## config.mk

```make
export PLATFORM = sky130hd
export DESIGN_NAME = key_debounce_flat
export DESIGN_NICKNAME = d
export VERILOG_FILES = /design/src/rtl/key_debounce_pkg.sv /design/src/rtl/key_debounce_if.sv /design/src/rtl/key_debounce_ch.sv /design/src/rtl/key_debounce.sv /design/src/flat_wrapper.sv
export SDC_FILE = /design/constraint.sdc
export NUM_CORES = 1
export LEC_CHECK = 0
export BUFFER_PORTS_ARGS = -buffer_cell sky130_fd_sc_hd__buf_2
export CORE_MARGIN = 5
export CORE_UTILIZATION = 55
export DETAILED_ROUTE_END_ITERATION = 10
export PLACE_DENSITY_LB_ADDON = 0.1
export SLEW_MARGIN = 20
export SYNTH_ARGS = -nofsm -noshare
export SYNTH_HDL_FRONTEND = slang
export SYNTH_HIERARCHICAL = 1
export SYNTH_SLANG_ARGS = --single-unit
```

## constraint.sdc

```tcl
create_clock -name clk -period 1.5 [get_ports clk]
set_input_delay 0.15 -clock clk [delete_from_list [all_inputs] [get_ports clk]]
set_output_delay 0.15 -clock clk [all_outputs]
set_load 0.01 [all_outputs]
```

## src/rtl/key_debounce_pkg.sv

```systemverilog
// Shared definitions for the board key debouncer: channel state encoding and
// the 20 ms qualification constant for the 50 MHz board clock.
package de10_pkg;

    localparam int unsigned DEBOUNCE_20MS_50MHZ = 1000000;

    typedef enum logic [1:0] {
        IDLE_UP,
        WAIT_DOWN,
        HELD,
        WAIT_UP
    } ch_state_e;

    // Debounced level is a pure function of the qualified state.
    function automatic logic level_of(input ch_state_e s);
        return (s == HELD) || (s == WAIT_UP);
    endfunction

endpackage

```

## src/rtl/key_debounce_if.sv

```systemverilog
// Key pins in, debounced level and press/release pulses out, one bit per key.
interface key_debounce_if #(
    parameter int N_KEYS = 2
);
    logic [N_KEYS-1:0] key_n;
    logic [N_KEYS-1:0] key_level;
    logic [N_KEYS-1:0] key_press;
    logic [N_KEYS-1:0] key_release;

    modport master (output key_n, input key_level, key_press, key_release);
    modport slave  (input key_n, output key_level, key_press, key_release);
endinterface

```

## src/rtl/key_debounce_ch.sv

```systemverilog
// One debounce channel: two-flop synchronizer, stability counter and a
// four-state qualifier with registered level and edge pulses.
module key_debounce_ch
    import de10_pkg::*;
#(
    parameter int DEBOUNCE_CYCLES = DEBOUNCE_20MS_50MHZ
) (
    input  logic clk,
    input  logic rst,
    input  logic key_n_i,
    output logic level_o,
    output logic press_o,
    output logic release_o
);
    localparam int CNT_W = $clog2(DEBOUNCE_CYCLES);
    localparam logic [CNT_W-1:0] CNT_LAST = CNT_W'(DEBOUNCE_CYCLES - 1);

    logic [1:0]       sync_q;
    logic             raw_s;
    ch_state_e        state_q, state_d;
    logic [CNT_W-1:0] cnt_q, cnt_d;
    logic             level_q, level_d;
    logic             press_q, press_d;
    logic             release_q, release_d;

    // NOTE: synchronizer resets to the released pin level so reset never looks like a press.
    always_ff @(posedge clk) begin
        if (rst) sync_q <= 2'b11;
        else     sync_q <= {sync_q[0], key_n_i};
    end

    assign raw_s = ~sync_q[1];

    // NOTE: state is updated with non-blocking assignments only; the comb blocks compute _d.
    always_ff @(posedge clk) begin
        if (rst) begin
            state_q <= IDLE_UP;
            cnt_q   <= '0;
        end else begin
            state_q <= state_d;
            cnt_q   <= cnt_d;
        end
    end

    // NOTE: every comb output gets a default first so no path can infer a latch.
    always_comb begin
        state_d = state_q;
        cnt_d   = cnt_q;
        unique case (state_q)
            IDLE_UP: if (raw_s) begin
                state_d = WAIT_DOWN;
                cnt_d   = '0;
            end
            WAIT_DOWN: begin
                if (!raw_s) begin
                    state_d = IDLE_UP;
                    cnt_d   = '0;
                end else if (cnt_q == CNT_LAST) state_d = HELD;
                else                            cnt_d   = cnt_q + 1'b1;
            end
            HELD: if (!raw_s) begin
                state_d = WAIT_UP;
                cnt_d   = '0;
            end
            WAIT_UP: begin
                if (raw_s) begin
                    state_d = HELD;
                    cnt_d   = '0;
                end else if (cnt_q == CNT_LAST) state_d = IDLE_UP;
                else                            cnt_d   = cnt_q + 1'b1;
            end
            default: begin
                state_d = IDLE_UP;
                cnt_d   = '0;
            end
        endcase
    end

    // Pulses come from the level edge, so a bounce back into HELD or IDLE_UP never pulses.
    always_comb begin
        level_d   = level_of(state_q);
        press_d   = level_d & ~level_q;
        release_d = ~level_d & level_q;
    end

    always_ff @(posedge clk) begin
        if (rst) begin
            level_q   <= 1'b0;
            press_q   <= 1'b0;
            release_q <= 1'b0;
        end else begin
            level_q   <= level_d;
            press_q   <= press_d;
            release_q <= release_d;
        end
    end

    assign level_o   = level_q;
    assign press_o   = press_q;
    assign release_o = release_q;

endmodule

```

## src/rtl/key_debounce.sv

```systemverilog
// Debouncer for N_KEYS active-low push buttons; each key gets a fully
// independent channel.
module key_debounce
    import de10_pkg::*;
#(
    parameter int N_KEYS          = 2,
    parameter int DEBOUNCE_CYCLES = DEBOUNCE_20MS_50MHZ
) (
    input logic           clk,
    input logic           rst,
    key_debounce_if.slave kif
);
    logic [N_KEYS-1:0] level_w;
    logic [N_KEYS-1:0] press_w;
    logic [N_KEYS-1:0] release_w;

    for (genvar g = 0; g < N_KEYS; g++) begin : g_ch
        key_debounce_ch #(
            .DEBOUNCE_CYCLES(DEBOUNCE_CYCLES)
        ) u_ch (
            .clk       (clk),
            .rst       (rst),
            .key_n_i   (kif.key_n[g]),
            .level_o   (level_w[g]),
            .press_o   (press_w[g]),
            .release_o (release_w[g])
        );
    end

    assign kif.key_level   = level_w;
    assign kif.key_press   = press_w;
    assign kif.key_release = release_w;

endmodule

```

## src/flat_wrapper.sv

```systemverilog
// flat-port wrapper written by rule: the top's interface ports become plain ports
module key_debounce_flat import de10_pkg::*;
#(
    parameter int N_KEYS          = 2,
    parameter int DEBOUNCE_CYCLES = DEBOUNCE_20MS_50MHZ
)
  (clk, rst, kif_key_n, kif_key_level, kif_key_press, kif_key_release);
  key_debounce_if #(.N_KEYS(N_KEYS)) kif_i ();
  input logic clk;
  input logic rst;
  input wire logic [$bits(kif_i.key_n)-1:0] kif_key_n;
  output wire logic [$bits(kif_i.key_level)-1:0] kif_key_level;
  output wire logic [$bits(kif_i.key_press)-1:0] kif_key_press;
  output wire logic [$bits(kif_i.key_release)-1:0] kif_key_release;
  assign kif_i.key_n = kif_key_n;
  assign kif_key_level = kif_i.key_level;
  assign kif_key_press = kif_i.key_press;
  assign kif_key_release = kif_i.key_release;
  key_debounce #(.N_KEYS(N_KEYS), .DEBOUNCE_CYCLES(DEBOUNCE_CYCLES)) u_core (.clk(clk), .rst(rst), .kif(kif_i));
endmodule
```

==> reports/metrics.json, run 1 <==
{
  "run_status": "finished with violations",
  "violations": "negative setup slack",
  "cp.arrival_ns": 1.92,
  "synth_mux_area_share_pct": 0.859,
  "clock_tree_from_tritoncts": "done",
  "clkSlewWorstSetupHoldPaths_ns": 0.09,
  "fin_worst_skew_ns": 0.00590,
  "grt.met2_usage_pct": 35.7,
  "post_synth_and_or_nand_nor_area_fraction_pct": 32.2,
  "route.detailed.wl_per_inst_um": 17.8,
  "most_congested_layer_reported_by_global_routing": "met2",
  "cts_sinks": 54,
  "power_leakage_nw": 1.53,
  "post_synth_num_cell_types": 36,
  "layout_commonest_cell": "sky130_fd_sc_hd__buf_4",
  "dr_total_vias": 2853,
  "met1_usage_pct": 29.7,
  "critPathMaxFanout": 6,
  "worst_setup_path_end_kind": "flip-flop",
  "max-vdd-ir-drop_mv": 0.489,
  "average_size_of_a_mapped_cell_um2": 8.68,
  "synth-seq-area-share_pct": 41.2,
  "setup_repair_after_global_routing_missed_its_margin": "yes",
  "class_of_the_most_critical_setup_path": "reg2reg",
  "drt-initial-drc-count": 271,
  "route.final.wire_length_um": 8170,
  "synthesis.yosys.warnings": 6,
  "syn-cell-area_um2": 2620,
  "final_report_hold_violation_count": 0,
  "gr-usage-met3_pct": 3.17,
  "grt_pass1_vias": 2468,
  "pd_cells_nw_per_um2": 590,
  "clock_insertion_delay_worst_skew_ns": 0.30,
  "drt_drc_violations_left": 0,
  "finalWeightedCongestion": 0.822,
  "layout_worst_path_cycle_share_pct": 115,
  "netlist.top_cell.by_area": "sky130_fd_sc_hd__dfxtp_1",
  "worst_r2r_endpoint": "u_core/g_ch[0].u_ch/cnt_q[2]",
  "grt_max_degree": 24,
  "antenna_cells": 0,
  "crit_start": "u_core/g_ch[0].u_ch/cnt_q[6]",
  "postLayoutSetupSlackWorst_ns": -0.227,
  "reg2regPathDepth": 6,
  "gr-total-overflow": 0,
  "netlist_instances": 302,
  "achievable-frequency_mhz": 579,
  "period_needed_ns": 1.73,
  "synth-seq-cells": 54,
  "setup_viol": 27,
  "count_of_filler_cells_inserted_in_the_layout": 231,
  "final_cell_mix": "78 x sky130_fd_sc_hd__buf_4, 31 x sky130_fd_sc_hd__nor2_1, 30 x sky130_fd_sc_hd__nand2_1, 22 x sky130_fd_sc_hd__dfxtp_1, 17 x sky130_fd_sc_hd__dfxtp_4",
  "worst_r2r_startpoint": "u_core/g_ch[0].u_ch/cnt_q[6]",
  "grt_first_pass_wirelength_um": 11200,
  "slew-limit-headroom_pct": 71.8,
  "fraction_of_the_mapped_netlist_area_in_adder_cells_pct": 0.954,
  "r2r_setup_slack_ns": -0.23,
  "dominant_combinational_cell_family_by_area_after_synthesis": "simple AND/OR/NAND/NOR gates",
  "setup.worst_path.end": "u_core/g_ch[0].u_ch/cnt_q[2]",
  "io_buffers": 9,
  "synth-compound-area-share_pct": 13.9,
  "ant_nets": 0,
  "mappedNetlistNets": 308,
  "routed_via_density": 6.23,
  "die_area_um2": 6250,
  "power.total_mw": 2.32,
  "number_of_antenna_violations_at_the_first_check_in_global_routing": 0,
  "area.growth.synth_to_final_pct": 49.6,
  "tritoncts_buffers": 5,
  "grtUsageTotal_pct": 22.0,
  "io_count": 10,
  "drive_gt1_share_pct": 48.5,
  "die-width_um": 79.1,
  "max-cap-violations": 0,
  "floorplan.initialDensity_pct": 56.3,
  "synthXorXnorAreaFrac_pct": 8.59,
  "setup.worst_path.start_class": "flip-flop",
  "top_cells_by_area_synth": "sky130_fd_sc_hd__dfxtp_1 41%, sky130_fd_sc_hd__xor2_1 6.0%, sky130_fd_sc_hd__nor2_1 5.2%, sky130_fd_sc_hd__nand2_1 4.6%, sky130_fd_sc_hd__o211ai_1 4.0%",
  "tightest_slew_ns": 0.423,
  "first_pass_iters": 5,
  "rows": 25,
  "clock_tree.htree_level_count": 2,
  "final_max_slew_viol_count": 0,
  "clock-root-buffer": "sky130_fd_sc_hd__clkbuf_8",
  "synth.top_cell.area_share_pct": 41.2,
  "cts.path.max_buffers": 2,
  "die-height_um": 79.1,
  "worstPathRequired_ns": 1.69,
  "nNetsFinal": 409,
  "hpwl_um": 4680,
  "placeableCoreArea_um2": 4660,
  "final_util_pct": 84.2,
  "timing.hold.worst.class": "in2reg"
}
==> power breakdown <==
group          internal, mW  switching (mW)
Combinational        0.0501          0.0708
Clock                 0.333           0.442
Sequential             1.41          0.0101
Total                  1.79           0.523
==> how the worst min path moves through the flow <==
stage                            start                       endpoint  slack (ns)  cells past startpoint
after floorplan                    rst    u_core/g_ch[0].u_ch/level_o        0.24                      1
after global placement    kif_key_n[1]  u_core/g_ch[1].u_ch/sync_q[0]        0.34                      2
after detailed placement  kif_key_n[1]  u_core/g_ch[1].u_ch/sync_q[0]        0.34                      2
after CTS                 kif_key_n[1]  u_core/g_ch[1].u_ch/sync_q[0]        0.03                      2
after global routing      kif_key_n[1]  u_core/g_ch[1].u_ch/sync_q[0]        0.04                      2
final                     kif_key_n[0]  u_core/g_ch[0].u_ch/sync_q[0]        0.03                      2
==> state kept, by name, summed over array words and instances, names as in the netlist, named ones only <==
register,count
u_core/g_ch.u_ch/level_o,2
u_core/g_ch.u_ch/sync_q,4
u_core/g_ch.u_ch/state_q,2
u_core/g_ch.u_ch/cnt_q,40
u_core/g_ch.u_ch/press_o,2
u_core/g_ch.u_ch/release_o,2
==> per-stage QoR <==
| step | hold slack, ns | TNS (ns) | setup slack (ns) | cell area [um^2] | instances |
|---|---|---|---|---|---|
| detailed placement | 0.342 | -2.42 | -0.162 | 3380 | 433 |
| global placement | 0.339 | -1.68 | -0.143 | 3380 | 433 |
| CTS | 0.0256 | -1.21 | -0.159 | 3610 | 449 |
| finish | 0.0329 | -2.57 | -0.227 | 3920 | 458 |
| floorplan | 0.237 | -0.518 | -0.0909 | 2760 | 302 |
| global route | 0.0431 | -4.88 | -0.315 | 3920 | 458 |
==> cells in the mapped netlist <==
library cell                      instances
sky130_fd_sc_hd__or3_1                    4
sky130_fd_sc_hd__o21bai_2                 2
sky130_fd_sc_hd__o21ai_0                 10
sky130_fd_sc_hd__o21ba_2                  2
sky130_fd_sc_hd__xnor2_1                  4
sky130_fd_sc_hd__or2_2                    4
sky130_fd_sc_hd__nor4_1                   6
sky130_fd_sc_hd__xnor2_2                  2
sky130_fd_sc_hd__nand2_1                 32
sky130_fd_sc_hd__clkdlybuf4s18_2          2
sky130_fd_sc_hd__a31oi_1                 10
sky130_fd_sc_hd__nand3_1                 12
sky130_fd_sc_hd__buf_2                    2
sky130_fd_sc_hd__a211oi_1                 2
sky130_fd_sc_hd__nor2b_1                  6
sky130_fd_sc_hd__and2_1                   2
sky130_fd_sc_hd__nor3b_1                  2
sky130_fd_sc_hd__ha_1                     2
sky130_fd_sc_hd__nand4_1                 16
sky130_fd_sc_hd__nor4b_1                  6
sky130_fd_sc_hd__xor2_1                  18
sky130_fd_sc_hd__and4_2                   2
sky130_fd_sc_hd__and3_1                   6
sky130_fd_sc_hd__nor2_1                  36
sky130_fd_sc_hd__mux2_2                   2
sky130_fd_sc_hd__a21oi_1                 14
sky130_fd_sc_hd__o211ai_1                14
sky130_fd_sc_hd__buf_6                    2
sky130_fd_sc_hd__nand4_2                  2
sky130_fd_sc_hd__nor3_1                   6
sky130_fd_sc_hd__or4_4                    2
sky130_fd_sc_hd__clkbuf_1                 2
sky130_fd_sc_hd__a32o_1                   2
sky130_fd_sc_hd__and2_0                   2
sky130_fd_sc_hd__dfxtp_1                 54
sky130_fd_sc_hd__or4_1                   10
==> routing by layer <==
layer | share of wire [%] | vias up
li1 | - | 1325
met2 | 47 | 139
met1 | 43 | 1352
met3 | 5.8 | 37
met5 | 0 | -
met4 | 4.2 | 0
==> critical path: stages, from the launching register on <==
cell                       delay [ns]
sky130_fd_sc_hd__dfxtp_4         0.37
sky130_fd_sc_hd__nor4_2          0.30
sky130_fd_sc_hd__nand4_1         0.17
sky130_fd_sc_hd__buf_6           0.17
sky130_fd_sc_hd__o211ai_1        0.31
sky130_fd_sc_hd__xor2_1          0.22
sky130_fd_sc_hd__nor2_1          0.07
==> cell type report <==
cell class	count	area, um^2	share of cell area [%]
Multi-Input combinational cell	240	1810	46.2
Sequential cell	54	1160	29.7
Timing Repair Buffer	102	800	20.4
Clock buffer	8	80.1	2.04
Tap cell	54	67.6	1.72
==> kinds of logic (layout without fill, tap and decap cells) <==
logic type / after synthesis / after routing
and+or+nand+nor: 156 / 156
buffers and inverters: 8 / 110
xor gates and xnor gates: 24 / 24
DFF: 54 / 54
adders and majority gates: 2 / 2
muxes: 2 / 2
AOI/OAI and AO/OA: 56 / 56
==> what timing repair did <==
| action | CTS | global route |
|---|---|---|
| hold buffers | 0 | 0 |
| pin swaps | 9 | 35 |
| setup buffers | 8 | 10 |
| resized for setup | 30 | 60 |
| endpoints found under the setup margin | 30 | 38 |
No activity file was read; power rests on OpenSTA's default activity.
==> inputs of run 2 (changes only) <==
GPL_TIMING_DRIVEN = 1   (was default)
RECOVER_POWER = 100   (was default)
==> reports/metrics.json, run 2 (synthesis results as in run 1) <==
{
  "drt_drc_violations_left": {"value": 0, "change": "unchanged"},
  "max-cap-violations": {"value": 0, "change": "unchanged"},
  "clock-root-buffer": "sky130_fd_sc_hd__clkbuf_8",
  "ant_nets": {"value": 0, "change": "unchanged"},
  "biggestRegsByFlops": "u_core/g_ch.u_ch/cnt_q: 40 flops, u_core/g_ch.u_ch/sync_q: 4 flops",
  "setup_viol": {"value": 29, "change": "+7.4%"},
  "reg2regPathDepth": {"value": 6, "change": "unchanged"},
  "largest_reg_flops": {"value": 40, "change": "unchanged"},
  "tightest_slew": {"value": 0.981, "unit": "ns", "change": "+0.558 ns"},
  "max-vdd-ir-drop": {"value": 0.485, "unit": "mV", "change": "-0.71%"},
  "placed_cells": {"value": 433, "change": "unchanged"},
  "run_status": "finished with violations",
  "floorplan.initialDensity": {"value": 56.3, "unit": "%", "change": "unchanged"},
  "setup.worst_path.start_class": "flip-flop",
  "placeableCoreArea": {"value": 4660, "unit": "um^2", "change": "unchanged"},
  "clock_tree_from_tritoncts": "done",
  "route.detailed.wl_per_inst": {"value": 17.8, "unit": "um", "change": "-0.15%"},
  "fin_worst_skew": {"value": 0.00486, "unit": "ns", "change": "-0.00104 ns"},
  "grt_pass1_vias": {"value": 2468, "change": "unchanged"},
  "grt_first_pass_wirelength": {"value": 11200, "unit": "um", "change": "unchanged"},
  "dr_total_vias": {"value": 2882, "change": "+1.0%"},
  "drt-initial-drc-count": {"value": 269, "change": "-0.74%"},
  "hpwl": {"value": 4680, "unit": "um", "change": "unchanged"},
  "clock_tree.htree_level_count": {"value": 2, "change": "unchanged"},
  "io_buffers": {"value": 9, "change": "unchanged"},
  "pd_cells": {"value": 590, "unit": "nW/um^2", "change": "about the same"},
  "route.final.wire_length": {"value": 8160, "unit": "um", "change": "-0.15%"},
  "critPathMaxFanout": {"value": 6, "change": "unchanged"},
  "post_cts_hold_buffer_count": {"value": 0, "change": "unchanged"},
  "nNetsFinal": {"value": 409, "change": "unchanged"},
  "final_report_hold_violation_count": {"value": 0, "change": "unchanged"},
  "clock_insertion_delay_worst_skew": {"value": 0.30, "unit": "ns", "change": "about the same"},
  "number_of_antenna_violations_at_the_first_check_in_global_routing": {"value": 0, "change": "unchanged"},
  "io_count": {"value": 10, "change": "unchanged"},
  "power_leakage": {"value": 1.50, "unit": "nW", "change": "-1.9%"},
  "fin_cells": {"value": 458, "change": "unchanged"},
  "violations": "negative setup slack",
  "grt_max_degree": {"value": 24, "change": "unchanged"},
  "area.growth.synth_to_final_pct": 49.3,
  "final_util": {"value": 84.0, "unit": "%", "change": "-0.19 points"},
  "worst_setup_path_end_kind": "flip-flop",
  "drive_gt1_share": {"value": 46.8, "unit": "%", "change": "-1.7 points"},
  "routed_via_density": {"value": 6.29, "change": "+1.0%"},
  "final_max_slew_viol_count": {"value": 0, "change": "unchanged"},
  "clkSlewWorstSetupHoldPaths": {"value": 0.09, "unit": "ns", "change": "about the same"},
  "class_of_the_most_critical_setup_path": "reg2reg",
  "achievable-frequency": {"value": 583, "unit": "MHz", "change": "+0.62%"},
  "gr-total-overflow": {"value": 0, "change": "unchanged"},
  "count_of_filler_cells_inserted_in_the_layout": {"value": 235, "change": "+1.7%"},
  "fin_setup_tns": {"value": -2.64, "unit": "ns", "change": "-0.0662 ns"},
  "postLayoutSetupSlackWorst": {"value": -0.216, "unit": "ns", "change": "+0.0107 ns"},
  "layout_worst_path_cycle_share": {"value": 114, "unit": "%", "change": "-0.71 points"},
  "layout_commonest_cell": "sky130_fd_sc_hd__buf_4",
  "die-width": {"value": 79.1, "unit": "um", "change": "unchanged"},
  "antenna_cells": {"value": 0, "change": "unchanged"},
  "period_needed": {"value": 1.72, "unit": "ns", "change": "-0.0107 ns"},
  "die-height": {"value": 79.1, "unit": "um", "change": "unchanged"},
  "rows": {"value": 25, "change": "unchanged"},
  "tritoncts_buffers": {"value": 5, "change": "unchanged"},
  "timing.hold.worst.class": "in2reg",
  "final_cell_mix": "78 x sky130_fd_sc_hd__buf_4, 31 x sky130_fd_sc_hd__nor2_1, 30 x sky130_fd_sc_hd__nand2_1, 22 x sky130_fd_sc_hd__dfxtp_1, 17 x sky130_fd_sc_hd__dfxtp_4",
  "top_register": "u_core/g_ch.u_ch/cnt_q",
  "die_area": {"value": 6250, "unit": "um^2", "change": "unchanged"},
  "cts.path.max_buffers": {"value": 2, "change": "unchanged"},
  "first_pass_iters": {"value": 5, "change": "unchanged"},
  "cp.arrival": {"value": 1.90, "unit": "ns", "change": "-0.02 ns"},
  "grtUsageTotal": {"value": 22.0, "unit": "%", "change": "unchanged"},
  "setup_repair_after_global_routing_missed_its_margin": "yes",
  "min_delay_path_depth": {"value": 2, "change": "unchanged"},
  "worstPathRequired": {"value": 1.69, "unit": "ns", "change": "about the same"},
  "finalWeightedCongestion": {"value": 0.822, "change": "unchanged"},
  "slew-limit-headroom": {"value": 34.6, "unit": "%", "change": "-37 points"},
  "cts_sinks": {"value": 54, "change": "unchanged"}
}
## run 2: worst paths after layout
path / start / to / slack (ns)
hold / removal: kif_key_n[1] / u_core/g_ch[1].u_ch/sync_q[0] / 0.03
setup reg to reg: u_core/g_ch[0].u_ch/cnt_q[6] / u_core/g_ch[0].u_ch/cnt_q[2] / -0.22
hold reg to reg: u_core/g_ch[0].u_ch/sync_q[0] / u_core/g_ch[0].u_ch/sync_q[1] / 0.42
setup / recovery: u_core/g_ch[0].u_ch/cnt_q[6] / u_core/g_ch[0].u_ch/cnt_q[2] / -0.22
## run 2: repair_timing
| item | 4_1_cts | 5_1_grt |
|---|---|---|
| gates resized for setup | 30 | 60 |
| setup endpoints to repair | 30 | 38 |
| pin swaps | 9 | 35 |
| setup buffers | 8 | 10 |
## run 2: area by class of cell
| cell class | count | area (um^2) | share of cell area (%) |
|---|---|---|---|
| Tap cell | 54 | 67.6 | 1.73 |
| Sequential cell | 54 | 1160 | 29.7 |
| Timing Repair Buffer | 102 | 791 | 20.2 |
| Multi-Input combinational cell | 240 | 1810 | 46.3 |
| Clock buffer | 8 | 80.1 | 2.05 |
## run 2: per-stage QoR
step / cell area, um^2 / setup slack, ns / hold slack, ns / total power, mW
after floorplan: 2760 / -0.0909 / 0.237 / 1.54
after global placement: 3380 / -0.143 / 0.339 / 1.58
after detailed placement: 3380 / -0.162 / 0.342 / 1.58
after CTS: 3610 / -0.159 / 0.0256 / 2.35
after global routing: 3920 / -0.315 / 0.0431 / 2.40
final: 3920 / -0.216 / 0.0332 / 2.31
## run 2: report_power, final
part	internal [mW]	leakage (nW)	switching (mW)	total, mW
sequential	1.41	0.456	0.0102	1.42
clock	0.333	0.0395	0.438	0.771
combinational	0.0498	1.01	0.0709	0.121
total	1.79	1.50	0.519	2.31
## run 2: worst max-delay path: stages (launching register included)
cell and delay (ns):
sky130_fd_sc_hd__dfxtp_4 0.37, sky130_fd_sc_hd__nor4_2 0.30, sky130_fd_sc_hd__nand4_1 0.17, sky130_fd_sc_hd__buf_6 0.17, sky130_fd_sc_hd__o211ai_1 0.31, sky130_fd_sc_hd__xor2_1 0.22, sky130_fd_sc_hd__nor2_1 0.07
## run 2: metal layers
layer | vias to the layer above | GRT usage [%] | wire length [um]
met1 | 1381 | 29.7 | 3460
met3 | 34 | 3.17 | 540
met4 | 0 | 8.08 | 333
li1 | 1327 | - | -
met5 | - | 0 | 0
met2 | 140 | 35.7 | 3830
